$ cat config.mk
export PLATFORM = sky130hd
export DESIGN_NAME = sudoku_grid_encoder
export DESIGN_NICKNAME = d
export VERILOG_FILES = /design/src/rtl/sudoku_pkg.sv /design/src/rtl/sudoku_cell_enc.sv /design/src/rtl/sudoku_grid_encoder.sv
export SDC_FILE = /design/constraint.sdc
export NUM_CORES = 2
export LEC_CHECK = 0
export CAP_MARGIN = 25
export CORE_AREA = 2 2 305 307
export CTS_BUF_LIST = sky130_fd_sc_hd__clkbuf_8
export DETAILED_ROUTE_END_ITERATION = 7
export DIE_AREA = 0 0 307 309
export PLACE_DENSITY = 0.69
export RECOVER_POWER = 25
export SKIP_CTS_REPAIR_TIMING = 1
export SYNTH_ARGS = -nofsm -noshare
export SYNTH_HDL_FRONTEND = slang
export SYNTH_SLANG_ARGS = --single-unit
export TNS_END_PERCENT = 10
$ cat constraint.sdc
create_clock -name clk -period 70.8 [get_ports clk]
set_input_delay 21.24 -clock clk [delete_from_list [all_inputs] [get_ports clk]]
set_output_delay 21.24 -clock clk [all_outputs]
set_load 0.01 [all_outputs]
$ cat src/rtl/sudoku_pkg.sv
// Shared definitions for the sudoku grid encoder: default geometry,
// controller state encoding and the per-cell code width helper.
package sudoku_pkg;

    localparam int DIGITS_DEF = 9;
    localparam int CELLS_DEF  = 81;

    typedef enum logic {
        IDLE = 1'b0,
        SEND = 1'b1
    } state_t;

    // Bits needed to hold a digit code 0..digits (0 means empty or invalid)
    function automatic int code_width(input int digits);
        return $clog2(digits + 1);
    endfunction

endpackage

$ cat src/rtl/sudoku_cell_enc.sv
// One-hot cell to digit code converter. A single set bit k yields k+1,
// an empty cell yields 0, and any multi-bit pattern yields 0 with err set.
module sudoku_cell_enc
    import sudoku_pkg::*;
#(
    parameter  int DIGITS = DIGITS_DEF,
    localparam int CW     = code_width(DIGITS)
) (
    input  logic [DIGITS-1:0] bin,
    output logic [CW-1:0]     code,
    output logic              err
);

    // Clearing the lowest set bit leaves something only when two or more bits were set
    always_comb begin
        code = '0;
        for (int k = 0; k < DIGITS; k++) begin
            if (bin[k]) code = CW'(k + 1);
        end
        err = (bin & (bin - DIGITS'(1))) != '0;
        if (err) code = '0;
    end

endmodule

$ cat src/rtl/sudoku_grid_encoder.sv
// Captures a one-hot sudoku grid and streams its digit codes LANES cells
// per beat under valid/ready backpressure, counting non-one-hot cells.
module sudoku_grid_encoder
    import sudoku_pkg::*;
#(
    parameter  int DIGITS = DIGITS_DEF,
    parameter  int CELLS  = CELLS_DEF,
    parameter  int LANES  = 9,
    localparam int CW     = code_width(DIGITS),
    localparam int BEATS  = CELLS / LANES,
    localparam int IW     = (BEATS > 1) ? $clog2(BEATS) : 1,
    localparam int EW     = $clog2(CELLS + 1)
) (
    input  logic                    clk,
    input  logic                    rst,
    input  logic                    in_valid,
    output logic                    in_ready,
    input  logic [CELLS*DIGITS-1:0] in_grid,
    output logic                    out_valid,
    input  logic                    out_ready,
    output logic [LANES*CW-1:0]     out_code,
    output logic [LANES-1:0]        out_err,
    output logic [IW-1:0]           out_index,
    output logic                    out_last,
    output logic [EW-1:0]           err_count,
    output logic                    done
);

    typedef logic [BEATS-1:0][LANES-1:0][DIGITS-1:0] grid_t;

    localparam logic [IW-1:0] LAST_IDX = IW'(BEATS - 1);
    localparam logic [EW:0]   SAT      = (EW + 1)'(CELLS);

    state_t                       state_q, state_d;
    grid_t                        grid_q, in_beats, src;
    logic [LANES-1:0][DIGITS-1:0] beat_sel;
    logic [IW-1:0]                idx_q, sel_idx;
    logic [LANES-1:0][CW-1:0]     lane_code, code_q;
    logic [LANES-1:0]             lane_err, err_q;
    logic                         vld_q, last_q, done_q;
    logic [EW-1:0]                cnt_q;
    logic [EW:0]                  cnt_sum;
    logic                         accept, beat_hs, last_hs;

    assign in_beats = in_grid;

    // Controller state register
    always_ff @(posedge clk or posedge rst) begin
        if (rst) state_q <= IDLE;
        else     state_q <= state_d;
    end

    // Next state and handshake decode; out_valid is always high in SEND
    always_comb begin
        state_d  = state_q;
        in_ready = 1'b0;
        accept   = 1'b0;
        beat_hs  = 1'b0;
        last_hs  = 1'b0;
        case (state_q)
            IDLE: begin
                in_ready = 1'b1;
                if (in_valid) begin
                    accept  = 1'b1;
                    state_d = SEND;
                end
            end
            SEND: begin
                if (out_ready) begin
                    beat_hs = 1'b1;
                    if (last_q) begin
                        last_hs = 1'b1;
                        state_d = IDLE;
                    end
                end
            end
            default: state_d = IDLE;
        endcase
    end

    // Beat 0 comes straight from the input on accept, later beats from the captured grid
    always_comb begin
        src     = grid_q;
        sel_idx = (idx_q == LAST_IDX) ? '0 : idx_q + IW'(1);
        if (accept) begin
            src     = in_beats;
            sel_idx = '0;
        end
    end

    assign beat_sel = src[sel_idx];

    for (genvar j = 0; j < LANES; j++) begin : g_lane
        sudoku_cell_enc #(.DIGITS(DIGITS)) u_enc (
            .bin  (beat_sel[j]),
            .code (lane_code[j]),
            .err  (lane_err[j])
        );
    end

    // Running flag count including the beat currently being handed off
    always_comb begin
        cnt_sum = {1'b0, cnt_q};
        for (int j = 0; j < LANES; j++) begin
            cnt_sum = cnt_sum + (EW + 1)'(err_q[j]);
        end
    end

    // Output registers, grid capture and flag counter
    always_ff @(posedge clk or posedge rst) begin
        if (rst) begin
            grid_q <= '0;
            code_q <= '0;
            err_q  <= '0;
            idx_q  <= '0;
            last_q <= 1'b0;
            vld_q  <= 1'b0;
            done_q <= 1'b0;
            cnt_q  <= '0;
        end else begin
            done_q <= last_hs;
            if (accept) grid_q <= in_beats;
            if (accept || (beat_hs && !last_q)) begin
                code_q <= lane_code;
                err_q  <= lane_err;
                idx_q  <= sel_idx;
                last_q <= (sel_idx == LAST_IDX);
                vld_q  <= 1'b1;
            end else if (last_hs) begin
                vld_q  <= 1'b0;
                last_q <= 1'b0;
            end
            if (accept)       cnt_q <= '0;
            else if (beat_hs) cnt_q <= (cnt_sum > SAT) ? SAT[EW-1:0] : cnt_sum[EW-1:0];
        end
    end

    assign out_valid = vld_q;
    assign out_code  = code_q;
    assign out_err   = err_q;
    assign out_index = idx_q;
    assign out_last  = last_q;
    assign err_count = cnt_q;
    assign done      = done_q;

endmodule
==> metrics.md <==
| Metric | Value |
|---|---|
| Top Family by Delay on Critical Path | buffers and inverters |
| CTS max path bufs | 3 |
| Seq/Total Area, Yosys | 51.4% |
| Area Growth Syn to Fin | 30.4% |
| Syn_nets | 5,334 |
| Final setup viols | 0 |
| Design area | 50,100 µm² |
| Initial core utilization | 42.1% |
| Achievable clock frequency | 31.2 MHz |
| Vias in the first global route | 36,100 |
| Reg power frac | 30.9% |
| DP HPWL | 114,000 µm |
| Min cycle time layout | 32.05 ns |
| Worst path max stage delay | 5.96 ns |
| Final Skew | 0.0519 ns |
| TritonCTS Buffers | 140 |
| CP endpoint kind | asynchronous set/reset pin |
| I/O Buffers | 792 |
| Failing checks | max-capacitance violations, max-slew violations |
| Latest clock arrival within the worst-skew pair | 0.85 ns |
| Drt via density | 5.58 |
| # placed instances | 6,316 |
| TritonCTS clock tree | built |
| Pwr Density | 49.4 nW/µm² |
| Pint | 1.34 mW |
| Switching share of total power | 45.8% |
| Post-synth ARST share | 100% |
| Max Cap Viol | 8 |
| WS Path Type | input port to asynchronous set/reset pin |
| Nets | 6,024 |
| DRT Pass-1 Iters | 7 |
| LEAKAGE | 24.2 nW |
| H-tree depth | 4 |
| Post-synth EDFFs | 0 |
| Final worst slack | 38.75 ns |
| Detail Route Antenna Nets | 0 |
| Drt drc | 0 |
| DP Area | 47,300 µm² |
| Status | finished, violations left |
| Gr usage total | 33.6% |
| Die width | 307 µm |
| Post-Syn Instances | 4,587 |
| WHS | 0.459 ns |
| Gpl congestion | 0.891 |
| Wire per inst | 24.6 µm |
| Worst slew margin | -450% |
| WP buf/inv | 3 |
| Combinational power share | 51.8% |
| Total Neg Setup Slack | 0 ns |
| Critical path arrival | 30.89 ns |
| Core area | 91,400 µm² |
| Routed wire length | 162,000 µm |
| Top_reg_cell synth | dfrtp_1 |
| Initial antenna violation count | 39 |
| Share of post-route cells with drive strength above 1 | 7.28% |
| Initial DRC count | 4,263 |
| Worst setup SP type | input port |
| Fin crit share | 45.3% |
| Vias post-DR | 36,800 |
| Switching pwr | 1.13 mW |
| Worst min path class | flip-flop to flip-flop |
| First-pass GRT wire length | 235,000 µm |
| Die height | 309 µm |
| Utilization after layout | 54.8% |
| Crit path cell chain | dlygate4sd3_1 > clkinvlp_2 > clkbuf_1 |
| Worst-margin pin slew | 8.25 ns |
| Total clock sinks | 789 |
| Total die area | 94,900 µm² |
| Pin count of the biggest net entering global routing | 205 |
| Gr ovfl total | 0 |
| Reg-to-reg slack, setup | 60.32 ns |
| Overall Power | 2.48 mW |
| Worst-path clk slew | 0.06 ns |
| Required time worst endpoint | 69.64 ns |
| Max Slew Vio Count | 651 |
| Maximum fanout along the worst path | 155 |
| Yosys Warn Count | 0 |
| Post-synthesis cell type count | 84 |
| Dpl ws | 44.07 ns |
| Synthesized flop and latch total | 789 |
| Worst VDD drop | 39.0 µV |
| Final hold vios | 0 |
| IO Count | 793 |
| Share of total power in the clock network | 17.3% |
| Synthesized area per cell | 8.38 µm² |
| Root buffer cell | clkbuf_8 |
| RSZ-0062 raised after global routing | no |
| Row count | 111 |
| Worst path slowest cell | clkbuf_1 |
| Mapped cell area | 38,400 µm² |
| Finished Layout Cells | 6,590 |
Yosys cell counts, drive strengths merged, types with 7 or more instances:
cell type / number / area share (%)
and2: 17 / 0.28
nor2: 79 / 0.80
buf: 123 / 1.6
nor2b: 12 / 0.20
nand2b: 10 / 0.16
o21ai: 159 / 2.1
a221oi: 26 / 0.61
a211oi: 21 / 0.45
o22a: 7 / 0.16
dfrtp: 789 / 51
a22oi: 20 / 0.39
o221ai: 25 / 0.57
o31ai: 29 / 0.57
clkbuf: 186 / 1.8
or3: 10 / 0.16
o211ai: 43 / 0.84
a21oi: 124 / 1.6
and3: 12 / 0.20
o211a: 8 / 0.21
nand2: 2255 / 22
o32ai: 9 / 0.21
mux2: 70 / 2.1
a21o: 17 / 0.33
o2111ai: 17 / 0.40
mux2i: 106 / 2.8
nand3: 85 / 1.1
a32o: 9 / 0.23
a22o: 8 / 0.18
nor4: 14 / 0.26
a31oi: 20 / 0.33
nor3: 38 / 0.52
a21boi: 11 / 0.21
a2111oi: 16 / 0.37
mux4: 20 / 1.2
inv: 47 / 0.46
o21a: 15 / 0.29
ha: 8 / 0.26
or2: 8 / 0.13
nand4: 33 / 0.54
power by group through the flow:
| stage | combinational (mW) | sequential [mW] | clock (mW) |
|---|---|---|---|
| floorplan | 0.813 | 0.732 | 0 |
| global placement | 1.24 | 0.761 | 0 |
| detailed placement | 1.25 | 0.767 | 0 |
| CTS | 1.26 | 0.761 | 0.433 |
| global route | 1.38 | 0.786 | 0.454 |
| finish | 1.28 | 0.764 | 0.429 |
layer usage:
layer	global-route usage, %	share of wire (%)	vias to the layer above
met3	8.19	8.7	392
met2	53.4	47	1847
met5	0	0.12	-
met1	42.8	39	17900
met4	17.3	4.8	30
li1	-	-	16600
layout make-up:
class                      count  area (µm²)
multi-input combinational   3442       17400
antenna                       23        57.6
sequential                   789       19700
inverter                      47         180
fill                        8468       41300
clock inverter                74         400
clock buffer                 172        2370
tap                         1186        1480
timing repair buffer         857        8480
worst register-to-register path, delay by kind of cell (launching register included):
kind	cells	cell delay (ns)
buf+inv	2	6.71
compound gates	6	1.55
simple gates	4	1.64
flops	1	0.47
final timing paths:
kind                              from  depth (start not counted)           to
max                                rst                          3  grid_q[413]
min                        grid_q[704]                          2  grid_q[704]
max reg2reg                    state_q                         12   out_err[6]
min reg2reg                grid_q[704]                          2  grid_q[704]
max in group clk              in_valid                         13   out_err[6]
min in group asynchronous          rst                          2  grid_q[218]
sequential cells by signal, summed over array words and instances (netlist names):
register   flops
err_count      7
grid_q       729
out_valid      1
out_last       1
out_err        9
done           1
state_q        1
out_code      36
out_index      4
logic make-up (layout without fill, tap and decap cells):
kind of cell / Yosys count / in the layout / synth area share (%)
other: 0 / 23 / 0
buffers and inverters: 356 / 1150 / 3.91
AOI/OAI and AO/OA: 634 / 634 / 11.2
and+or+nand+nor: 2589 / 2589 / 26.7
DFF: 789 / 789 / 51.4
muxes: 196 / 196 / 5.98
adders and majority gates: 20 / 20 / 0.739
xor gates and xnor gates: 3 / 3 / 0.0684
cell usage in the layout (no fill, tap or decap), types with 11 or more instances in the layout:
cell type / n
a31oi_1: 20
o221ai_1: 25
nor4_1: 12
and3_1: 12
nand4_1: 33
o2111ai_1: 16
nor3_1: 34
clkbuf_8: 172
nor2_1: 73
inv_1: 100
a221oi_1: 25
and2_1: 17
a2111oi_0: 15
mux4_2: 20
diode_2: 23
o31ai_1: 29
dfrtp_1: 788
o21a_1: 14
nor2b_1: 12
mux2_2: 68
nand3_1: 82
o21ai_1: 19
a21boi_0: 11
buf_4: 54
mux2i_1: 106
a21oi_1: 123
clkdlybuf4s50_1: 789
o211ai_1: 43
a211oi_1: 18
a21o_1: 17
o21ai_0: 137
a22oi_1: 20
nand2_1: 2251
(Power assumes the default switching activity.)
